## src/rtl/fft_pkg.sv

```systemverilog
// Shared FFT definitions: frame geometry, result-capture state encoding and
// the bit-reversal helper used by both the address generator and the
// result-capture sink.
package fft_pkg;

  localparam int DATA_W = 16;
  localparam int N      = 8;
  localparam int ADDR_W = 3;

  typedef enum logic [1:0] {
    IDLE  = 2'd0,
    FILL  = 2'd1,
    DRAIN = 2'd2
  } cap_state_t;

  // Mirror the ADDR_W-bit index: bit i moves to bit ADDR_W-1-i.
  function automatic logic [ADDR_W-1:0] bitrev(input logic [ADDR_W-1:0] a);
    logic [ADDR_W-1:0] r;
    for (int i = 0; i < ADDR_W; i++) r[i] = a[ADDR_W-1-i];
    return r;
  endfunction

endpackage

```

## src/rtl/fft_abs_sum.sv

```systemverilog
// Combinational L1 magnitude |re|+|im| of a complex sample.
// Ports:
//   re, im : signed two's-complement components, DATA_W bits
//   mag    : unsigned |re|+|im|, DATA_W+1 bits (cannot overflow)
module fft_abs_sum #(
  parameter int DATA_W = 16
) (
  input  logic signed [DATA_W-1:0] re,
  input  logic signed [DATA_W-1:0] im,
  output logic        [DATA_W:0]   mag
);

  // Unsigned magnitude in DATA_W bits. The most negative input maps to
  // 2^(DATA_W-1), which is representable once the result is read unsigned.
  function automatic logic [DATA_W-1:0] abs_u(input logic signed [DATA_W-1:0] v);
    logic [DATA_W-1:0] u;
    u = v;
    return u[DATA_W-1] ? (~u + DATA_W'(1)) : u;
  endfunction

  assign mag = {1'b0, abs_u(re)} + {1'b0, abs_u(im)};

endmodule

```

## src/rtl/fft_result_capture.sv

```systemverilog
// FFT output sink. Captures one N-bin frame arriving on a valid/ready stream
// (bit-reversed order when BIT_REV=1), stores it in natural order, tracks the
// bin with the largest |re|+|im| and replays the frame bin 0..N-1 on a second
// valid/ready stream.
// Ports:
//   clk, reset           : rising-edge clock, synchronous active-high reset
//   start                : arm capture of one frame (honoured only when idle)
//   in_valid/in_ready    : input bin handshake, data on in_re/in_im
//   out_valid/out_ready  : output bin handshake, data on out_re/out_im
//   out_idx, out_last    : natural-order bin index, high with bin N-1
//   peak_idx             : natural-order index of max |re|+|im|
//   busy                 : capture or replay in progress
//   done                 : one-cycle pulse after the last bin is accepted
module fft_result_capture #(
  parameter int DATA_W  = 16,
  parameter int N       = 8,
  parameter int ADDR_W  = 3,
  parameter int BIT_REV = 1
) (
  input  logic                     clk,
  input  logic                     reset,
  input  logic                     start,
  input  logic                     in_valid,
  output logic                     in_ready,
  input  logic signed [DATA_W-1:0] in_re,
  input  logic signed [DATA_W-1:0] in_im,
  output logic                     out_valid,
  input  logic                     out_ready,
  output logic signed [DATA_W-1:0] out_re,
  output logic signed [DATA_W-1:0] out_im,
  output logic        [ADDR_W-1:0] out_idx,
  output logic                     out_last,
  output logic        [ADDR_W-1:0] peak_idx,
  output logic                     busy,
  output logic                     done
);
  import fft_pkg::*;

  localparam logic [ADDR_W-1:0] LAST = ADDR_W'(N - 1);

  cap_state_t                state;
  logic        [ADDR_W-1:0]  wr_cnt;
  logic        [ADDR_W-1:0]  rd_cnt;
  logic        [ADDR_W-1:0]  wa;
  logic        [DATA_W:0]    mag;
  logic        [DATA_W:0]    peak_val;
  logic                      in_fire;
  logic                      out_fire;
  logic signed [DATA_W-1:0]  mem_re [N];
  logic signed [DATA_W-1:0]  mem_im [N];

  assign wa = (BIT_REV != 0) ? bitrev(wr_cnt) : wr_cnt;

  fft_abs_sum #(.DATA_W(DATA_W)) u_abs (
    .re  (in_re),
    .im  (in_im),
    .mag (mag)
  );

  // Handshake signals decode only the registered state, so in_ready never
  // depends on in_valid and the output stream is stable under backpressure.
  assign in_ready  = (state == FILL);
  assign out_valid = (state == DRAIN);
  assign in_fire   = in_valid && in_ready;
  assign out_fire  = out_valid && out_ready;
  assign busy      = (state != IDLE);

  assign out_idx  = rd_cnt;
  assign out_last = out_valid && (rd_cnt == LAST);
  assign out_re   = out_valid ? mem_re[rd_cnt] : '0;
  assign out_im   = out_valid ? mem_im[rd_cnt] : '0;

  // Frame storage: data only, no reset.
  always_ff @(posedge clk) begin
    if (in_fire) begin
      mem_re[wa] <= in_re;
      mem_im[wa] <= in_im;
    end
  end

  always_ff @(posedge clk) begin
    if (reset) begin
      state    <= IDLE;
      wr_cnt   <= '0;
      rd_cnt   <= '0;
      peak_val <= '0;
      peak_idx <= '0;
      done     <= 1'b0;
    end else begin
      done <= 1'b0;
      case (state)
        IDLE: begin
          if (start) begin
            state    <= FILL;
            wr_cnt   <= '0;
            peak_val <= '0;
            peak_idx <= '0;
          end
        end
        FILL: begin
          if (in_fire) begin
            wr_cnt <= wr_cnt + 1'b1;
            // Strict compare: ties keep the earlier-accepted bin.
            if (mag > peak_val) begin
              peak_val <= mag;
              peak_idx <= wa;
            end
            if (wr_cnt == LAST) begin
              state  <= DRAIN;
              rd_cnt <= '0;
            end
          end
        end
        DRAIN: begin
          if (out_fire) begin
            rd_cnt <= rd_cnt + 1'b1;
            if (rd_cnt == LAST) begin
              state <= IDLE;
              done  <= 1'b1;
            end
          end
        end
        default: state <= IDLE;
      endcase
    end
  end

endmodule

```

## config.mk

```make
export PLATFORM = sky130hd
export DESIGN_NAME = fft_result_capture
export DESIGN_NICKNAME = d
export VERILOG_FILES = /design/src/rtl/fft_pkg.sv /design/src/rtl/fft_abs_sum.sv /design/src/rtl/fft_result_capture.sv
export SDC_FILE = /design/constraint.sdc
export NUM_CORES = 1
export LEC_CHECK = 0
export CORE_MARGIN = 5
export CORE_UTILIZATION = 40
export DETAILED_ROUTE_END_ITERATION = 8
export SYNTH_ARGS = -nofsm -noshare
export SYNTH_HDL_FRONTEND = slang
export SYNTH_SLANG_ARGS = --single-unit
```

## constraint.sdc

```tcl
create_clock -name clk -period 5.95 [get_ports clk]
set_input_delay 0.595 -clock clk [delete_from_list [all_inputs] [get_ports clk]]
set_output_delay 0.595 -clock clk [all_outputs]
set_load 0.01 [all_outputs]
```

Word level (Yosys, flattened, before mapping)

Memory sizes are Yosys's and may differ from the RTL's. A register that Yosys moved wholly into a read port is not among the register bits.
Cells that the tools add are included.

Input bits: 37
Word-level logic and storage cells: 71
Memories kept: 2
Flip-flop bits (word level): 29
Bits in writable memories: 256

Bitwise operators: 4
Eq/ne operators: 10
Muxes and demuxes: 31
Add/subtract/negate cells: 5
Reduce and logical (&&, ||, !) cells: 12
$lt $le $gt $ge: 1

Memories:

| name   | depth | bits a word | read ports | clocked after Yosys merged registers in | wr ports | line                     | source |
|---|---|---|---|---|---|---|---|
| mem_im | 8     | 16          | 1          | 1                                       | 1        | fft_result_capture.sv:50 | `logic signed [DATA_W-1:0] mem_im [N];` |
| mem_re | 8     | 16          | 1          | 1                                       | 1        | fft_result_capture.sv:49 | `logic signed [DATA_W-1:0] mem_re [N];` |

Operators by type and width:

| cell                    | count |
|---|---|
| $mux W16                | 4 |
| $mux W17                | 3 |
| $pmux W17 S2            | 1 |
| $mux W3                 | 11 |
| $add A16 B1 Y16 const B | 2 |
| $not A16 Y16            | 2 |
| $pmux W3 S2             | 3 |
| $add A16 B16 Y17        | 1 |
| $gt A17 B17 Y1          | 1 |
| $mux W2                 | 5 |
| $ne A2 B1 Y1 const B    | 5 |
| $reduce_and A4 Y1       | 2 |
| $add A3 B1 Y3 const B   | 2 |
| $eq A3 B3 Y1 const B    | 2 |
| $pmux W2 S3             | 1 |
| $reduce_bool A2 Y1      | 3 |
| $reduce_and A5 Y1       | 1 |
| $logic_and A1 B1 Y1     | 3 |
| $mux W1                 | 3 |
| $reduce_and A3 Y1       | 1 |
| $reduce_or A3 Y1        | 1 |
| $eq A2 B1 Y1 const B    | 1 |
| $eq A2 B2 Y1 const B    | 1 |
| $logic_not A2 Y1        | 1 |
| 2 further kinds         | 3 |

Logic depth before layout (Yosys ltp)

Depth after elaboration: 8
Depth in mapped cells: 20

Hierarchy

From an unflattened synthesis, not the netlist that was laid out.

Cell total of the unflattened synthesis: 806
Area total of the unflattened synthesis: 12849.8 um^2

By module, submodules not included:

| module             | seq. area each (um^2) | area each (um^2) | cells each | times used |
|---|---|---|---|---|
| fft_result_capture | 8328.0                | 11482.3          | 623        | 1 |
| fft_abs_sum        | 0.0                   | 1367.6           | 183        | 1 |

Least setup slack after synthesis

OpenSTA, ideal clock, no wires.

Path type: input port to flip-flop
Start: in in_re[5]
End: reg peak_val[1]
Stages on the path: 18
Setup time: 0.128 ns
Path slack: 1.563 ns
Arrival time: 4.260 ns
Required time: 5.822 ns
Buffers on the path: 2
Cells stage by stage: nor4_2 nand3_1 o31ai_1 xnor2_1 ha_1 and3_1 buf_2 a221o_1 a211o_2 and3_1 ha_1 nand4_2 nor4_4 a211oi_2 a21o_1 buf_4 mux2i_1 nor2_1

Cells in the longest elaborated chain, start to end: 7

RTL lines:

| element                       | line                      | source |
|---|---|---|
| start, declared               | fft_result_capture.sv:25  | `input logic signed [DATA_W-1:0] in_re,` |
| $not A16 Y16                  | fft_abs_sum.sv:18         | `return u[DATA_W-1] ? (~u + DATA_W'(1)) : u;` |
| $add A16 B1 Y16               | fft_abs_sum.sv:18         |  |
| $mux W16 *                    | fft_abs_sum.sv:18         |  |
| $add A16 B16 Y17 *            | fft_abs_sum.sv:21         | `assign mag = {1'b0, abs_u(re)} + {1'b0, abs_u(im)};` |
| $gt A17 B17 Y1 *              | fft_result_capture.sv:104 | `if (mag > peak_val) begin` |
| $ne A2 B1 Y1 (no line) *      | --                        |  |
| $reduce_and A4 Y1 (no line) * | --                        |  |
| end signal, assigned          | fft_result_capture.sv:105 | `peak_val <= mag;` |
| end, declared                 | fft_result_capture.sv:46  | `logic [DATA_W:0] peak_val;` |

Mark *: on every way between the ends. The rest lies on a longest branch, timed or not.
A chain may end at the register's enable or synchronous reset.

Final worst setup path

Start: in in_im[1]
End: reg peak_val[12]

Cells in the longest elaborated chain, start to end: 7
Elaborated cells on any way between the ends: 10
Classes of those cells: 2 x add/sub; 1 x order compare; 1 x eq/ne; 4 x mux; 1 x bitwise; 1 x reduce/logical

RTL lines:

| element                                                     | line                      | source |
|---|---|---|
| start, declared                                             | fft_result_capture.sv:26  | `input logic signed [DATA_W-1:0] in_im,` |
| $not A16 Y16                                                | fft_abs_sum.sv:18         |  |
| $add A16 B1 Y16                                             | fft_abs_sum.sv:18         |  |
| $mux W16 *                                                  | fft_abs_sum.sv:18         |  |
| $add A16 B16 Y17 *                                          | fft_abs_sum.sv:21         |  |
| $gt A17 B17 Y1 or $mux W17 (tied branches)                  | fft_result_capture.sv:104 |  |
| $ne A2 B1 Y1 (no line) or $mux W17 (tied branches)          | --                        |  |
| $reduce_and A4 Y1 (no line) or $pmux W17 S2 (tied branches) | --                        |  |

Mark *: on every way between the ends. The rest lies on a longest branch, timed or not. The select of a mux whose other input is x is not followed.

==> results.md <==
Clock tree:
- The tree is rooted in a sky130_fd_sc_hd__clkbuf_16.
- The clock reaches the later pin of the worst-skew pair after 0.56 ns.
- After clock tree synthesis, the clock-pin slew on the worst setup and hold paths is roughly 0.060 ns.
- Clock tree synthesis inserted a total of 29 buffers.
- The CTS tree is built.
- The clock net in this run drives a total of 288 sinks.
- Counting along the longest clock path gives a buffer depth of 3.
- In this run the number of H-tree levels came out at 1.
- Post-CTS repair changed the size of 0 cells.
- The number of buffers added for setup after CTS is 0.
- The quantity of hold-fixing buffers added after cts is 0.

Die:
- The initialized floorplan defines 65 standard-cell rows.
- The die is between 150 and 200 µm tall.
- The initial utilization of the core area, before any placement, comes to 40.7%.
- The area of the die is 0.0359 mm².
- The chip width is 189 µm.
- Pin placement for this block handled 80 I/O pins.
- The core area is 0.0316 mm².

Global route:
- The wire length of the first global-routing pass is 44300 µm.
- The global route total overflow is 0.
- The total routing usage reported by global routing is approximately 16%.
- The largest net degree at the start of global routing is 36.
- The number of global-route vias before repair is about 7400.
- The initial antenna violation count is 0.

Timing:
- At the pin with the least slew margin, the transition time is about 1.2 ns.
- Setup violations remaining at the end of the flow were counted as 0.
- The final critical delay including setup and external delays is just over 5 ns.
- The post-route fraction of the period consumed by the critical path is a little over four fifths.
- For this run, the top clock speed supported by timing is 0.199 GHz.
- Setup repair after global routing left no endpoint under its margin.
- The total count of max-transition violations in the final report is 0.
- The normalized max-slew margin is roughly a fifth.
- The final number of hold-violating endpoints is 0.
- Adding up every negative setup slack in the final design gives 0 ns.
- Across the routed clock network, the largest skew measured is roughly 0.016 ns.
- The minimum setup slack in the final design is 0.913 ns.

Worst setup path:
- The critical path goes through clkdlybuf4s50_1, inv_1, ha_1, nor2b_1, nand2_1, o41ai_1, xnor2_1, ha_1, a21oi_1, o21ai_0, o2bb2ai_1, a211o_2, and3_1, ha_1, nand4_2, nor4_4, a211oi_2, a21oi_2, buf_4, nand3_1, a21oi_1.
- The worst setup path is captured at a flop.
- The maximum cell stage delay along the critical path is 0.63 ns.
- The cell that appears most often on the critical path is sky130_fd_sc_hd__ha_1.
- Of all nets on the critical path, the largest fanout is 11.
- On the critical path, the stage with the largest delay is an instance of sky130_fd_sc_hd__clkdlybuf4s50_1.
- Data arrives at the worst endpoint at 5.50 ns.
- The worst register-to-register path has a setup slack of between 3 and 4 ns.
- The worst setup path is launched from an input pin.
- By startpoint and endpoint, the worst setup path is classified as in -> reg.
- For the worst setup path, the data required time is 6.41 ns.

Layout:
- In the final layout, the share of cells above drive strength 1 is 17.4%.
- Relative to the synthesized area, the layout overhead comes to 17.6%.
- Leaving out fill and tap cells, the most frequent cell in the layout is sky130_fd_sc_hd__edfxtp_1.
- The final cell area excluding filler cells is 0.0151 mm².
- For this run, the share of the core covered by cells in the final layout is 47.9%.
- The number of standard cells in the layout, taps in and fillers out is 1350.
- Leaving out fill and tap cells, the most frequent cells in the layout are 256 x sky130_fd_sc_hd__edfxtp_1, 79 x sky130_fd_sc_hd__clkdlybuf4s50_1, 64 x sky130_fd_sc_hd__mux4_2.
- The antenna diode instance count is 0.
- After the last flow step, the layout net total stands at approximately 1000.

Logic synthesis:
- The synthesized netlist devotes 5.81% of its cell area to compound gates.
- In this run the biggest area consumer among cell types represents 59.7% of the synthesized area.
- The share of the synthesized netlist area taken by xor and xnor gates is 2.31%.
- The number of warnings reported in the yosys synthesis log is 0.
- In the post-synthesis netlist, the biggest area contributors are sky130_fd_sc_hd__edfxtp_1 60%, sky130_fd_sc_hd__mux4_2 11%, sky130_fd_sc_hd__dfxtp_1 5.0%, sky130_fd_sc_hd__ha_1 4.2%, sky130_fd_sc_hd__mux2i_1 2.9%.
- In this run the cell area of the synthesized design comes to 0.0129 mm².
- The share of synthesized area occupied by flip-flops and latches is 64.7%.
- The most used flip-flop cell after synthesis is sky130_fd_sc_hd__edfxtp_1.
- After Yosys synthesis, and, or, nand and nor cells account for 6.74% of the synthesized area.
- In the synthesized netlist, the number of instances is 818.
- The post-synthesis async set-or-reset flop share is 0%.
- The mean instance size in the synthesized netlist is 15.7 µm².
- Yosys mapped the design onto 62 distinct sky130hd cell types.
- The synthesized design spends more area on one cell type than any other, namely sky130_fd_sc_hd__edfxtp_1.
- The synthesis-stage register bit count is 288.
- The synthesized design contains ~260 enable-type register cells.
- The synthesized netlist devotes approximately 4.3% of its cell area to adder and majority cells.
- After synthesis, the largest family of logic cells by area is multiplexers.
- The net count of the mapped netlist is 899.
- In the synthesized netlist, mux cells make up ~14% of the area.

Min path:
- The path class of the tightest hold or removal check is reg -> reg.

Routing:
- The first-pass iteration count of the detailed router is 4.
- In the final routed layout, each cell accounts on average for 21.3 µm.
- The count of nets left with antenna violations once routing finished came out at 0.
- The total length of routed wires is roughly 29000 µm.
- In the routed design, unresolved DRC markers number 0.
- The detailed router placed 7223 vias in this run.
- The via-per-instance ratio is approximately 5.4.
- The DRC marker count from the first detailed-route iteration is 490.

Placement:
- The congestion estimate from routability-driven global placement came to just over 0.8.
- At the placement stage, the worst setup path has a slack of 0.292 ns.
- The total cell area at the placement stage is between 0.01 and 0.015 mm².
- The wire-length estimate of the detail-placed layout is 18100 µm.
- During placement, the flow inserted port buffers numbering 79.
- The number of placed cells counting well taps is around 1300.

Flow run:
- The total of max-cap violations is 0.

Status:
- The flow ran to the end, and the final reports show no timing, DRC or antenna violations.

Power and ir drop:
- In this run the power density over the cells is 289 mW/mm².
- The worst IR drop on VDD is 0.000220 V.
- The leakage power figure is 4.91 nW.
## report_power, final
group | internal [mW] | total, mW | switching [mW]
Sequential | 2.22 | 2.23 | 0.00653
Clock | 0.893 | 1.63 | 0.733
Combinational | 0.217 | 0.524 | 0.307
Total | 3.33 | 4.38 | 1.05
## worst max-delay path, delay by kind of cell
kind,cells,cell delay [ns]
simple gates,6,1.03
xor+xnor,1,0.18
buf+inv,3,1.03
fa+ha+maj,3,0.82
compound gates,8,1.83
## routing by layer
metal | vias up | share of wire [%] | global-route usage (%)
li1 | 3421 | - | -
met1 | 3638 | 45 | 22.1
met2 | 131 | 50 | 27.2
met3 | 33 | 3.6 | 2.14
met4 | 0 | 1.8 | 3.56
met5 | - | 0 | 0
## per-stage QoR
step / power [mW] / hold WS, ns
final: 4.38 / 0.469
after global routing: 4.56 / 0.501
after CTS: 4.41 / 0.473
after detailed placement: 2.79 / 0.461
after global placement: 2.79 / 0.457
after floorplan: 2.61 / 0.448
## final cells by class
cell class	count	area, µm²
clock buffer	35	748
clock inverter	14	86.3
fill	2694	16500
inverter	30	113
multi-input combinational	466	4300
sequential	288	8330
tap	402	503
timing repair buffer	115	1060
## Yosys cell counts (3+ instances only)
cell type and count:
sky130_fd_sc_hd__dfxtp_1 32, sky130_fd_sc_hd__a211oi_1 4, sky130_fd_sc_hd__o31ai_1 8, sky130_fd_sc_hd__edfxtp_1 256, sky130_fd_sc_hd__buf_1 4, sky130_fd_sc_hd__mux2i_1 37, sky130_fd_sc_hd__nor2_1 53, sky130_fd_sc_hd__nand2b_1 6
sky130_fd_sc_hd__o41ai_1 5, sky130_fd_sc_hd__xor2_1 3, sky130_fd_sc_hd__and3_1 11, sky130_fd_sc_hd__nor3_1 7, sky130_fd_sc_hd__buf_2 9, sky130_fd_sc_hd__a21o_1 9, sky130_fd_sc_hd__or3_1 6, sky130_fd_sc_hd__a21oi_1 42
sky130_fd_sc_hd__nand3_1 22, sky130_fd_sc_hd__nand4_1 3, sky130_fd_sc_hd__ha_1 43, sky130_fd_sc_hd__mux4_2 64, sky130_fd_sc_hd__nand2_1 38, sky130_fd_sc_hd__xnor2_1 31, sky130_fd_sc_hd__o211ai_1 4, sky130_fd_sc_hd__and2_1 3
sky130_fd_sc_hd__clkbuf_1 19, sky130_fd_sc_hd__nor2b_1 3, sky130_fd_sc_hd__o21ai_0 22, sky130_fd_sc_hd__inv_1 30
## state kept, by name, summed over array words and instances, names as in the netlist, named ones only
signal	cells
done	1
mem_im	128
mem_re	128
out_idx	3
peak_idx	3
peak_val	17
state	2
wr_cnt	3
## logic make-up after synthesis
group	Yosys count
simple gates	171
xor+xnor	34
compound gates	116
flops	288
mux	101
buf+inv	64
fa+ha+maj	44
## final timing paths
path / startpoint / to / cells past startpoint
setup reg to reg: wr_cnt[0] / flop / 8
hold reg to reg: peak_val[7] / peak_val[7] / 2
hold / removal: peak_val[7] / peak_val[7] / 2
setup / recovery: in_im[1] / peak_val[12] / 21
(Power assumes the default switching activity.)
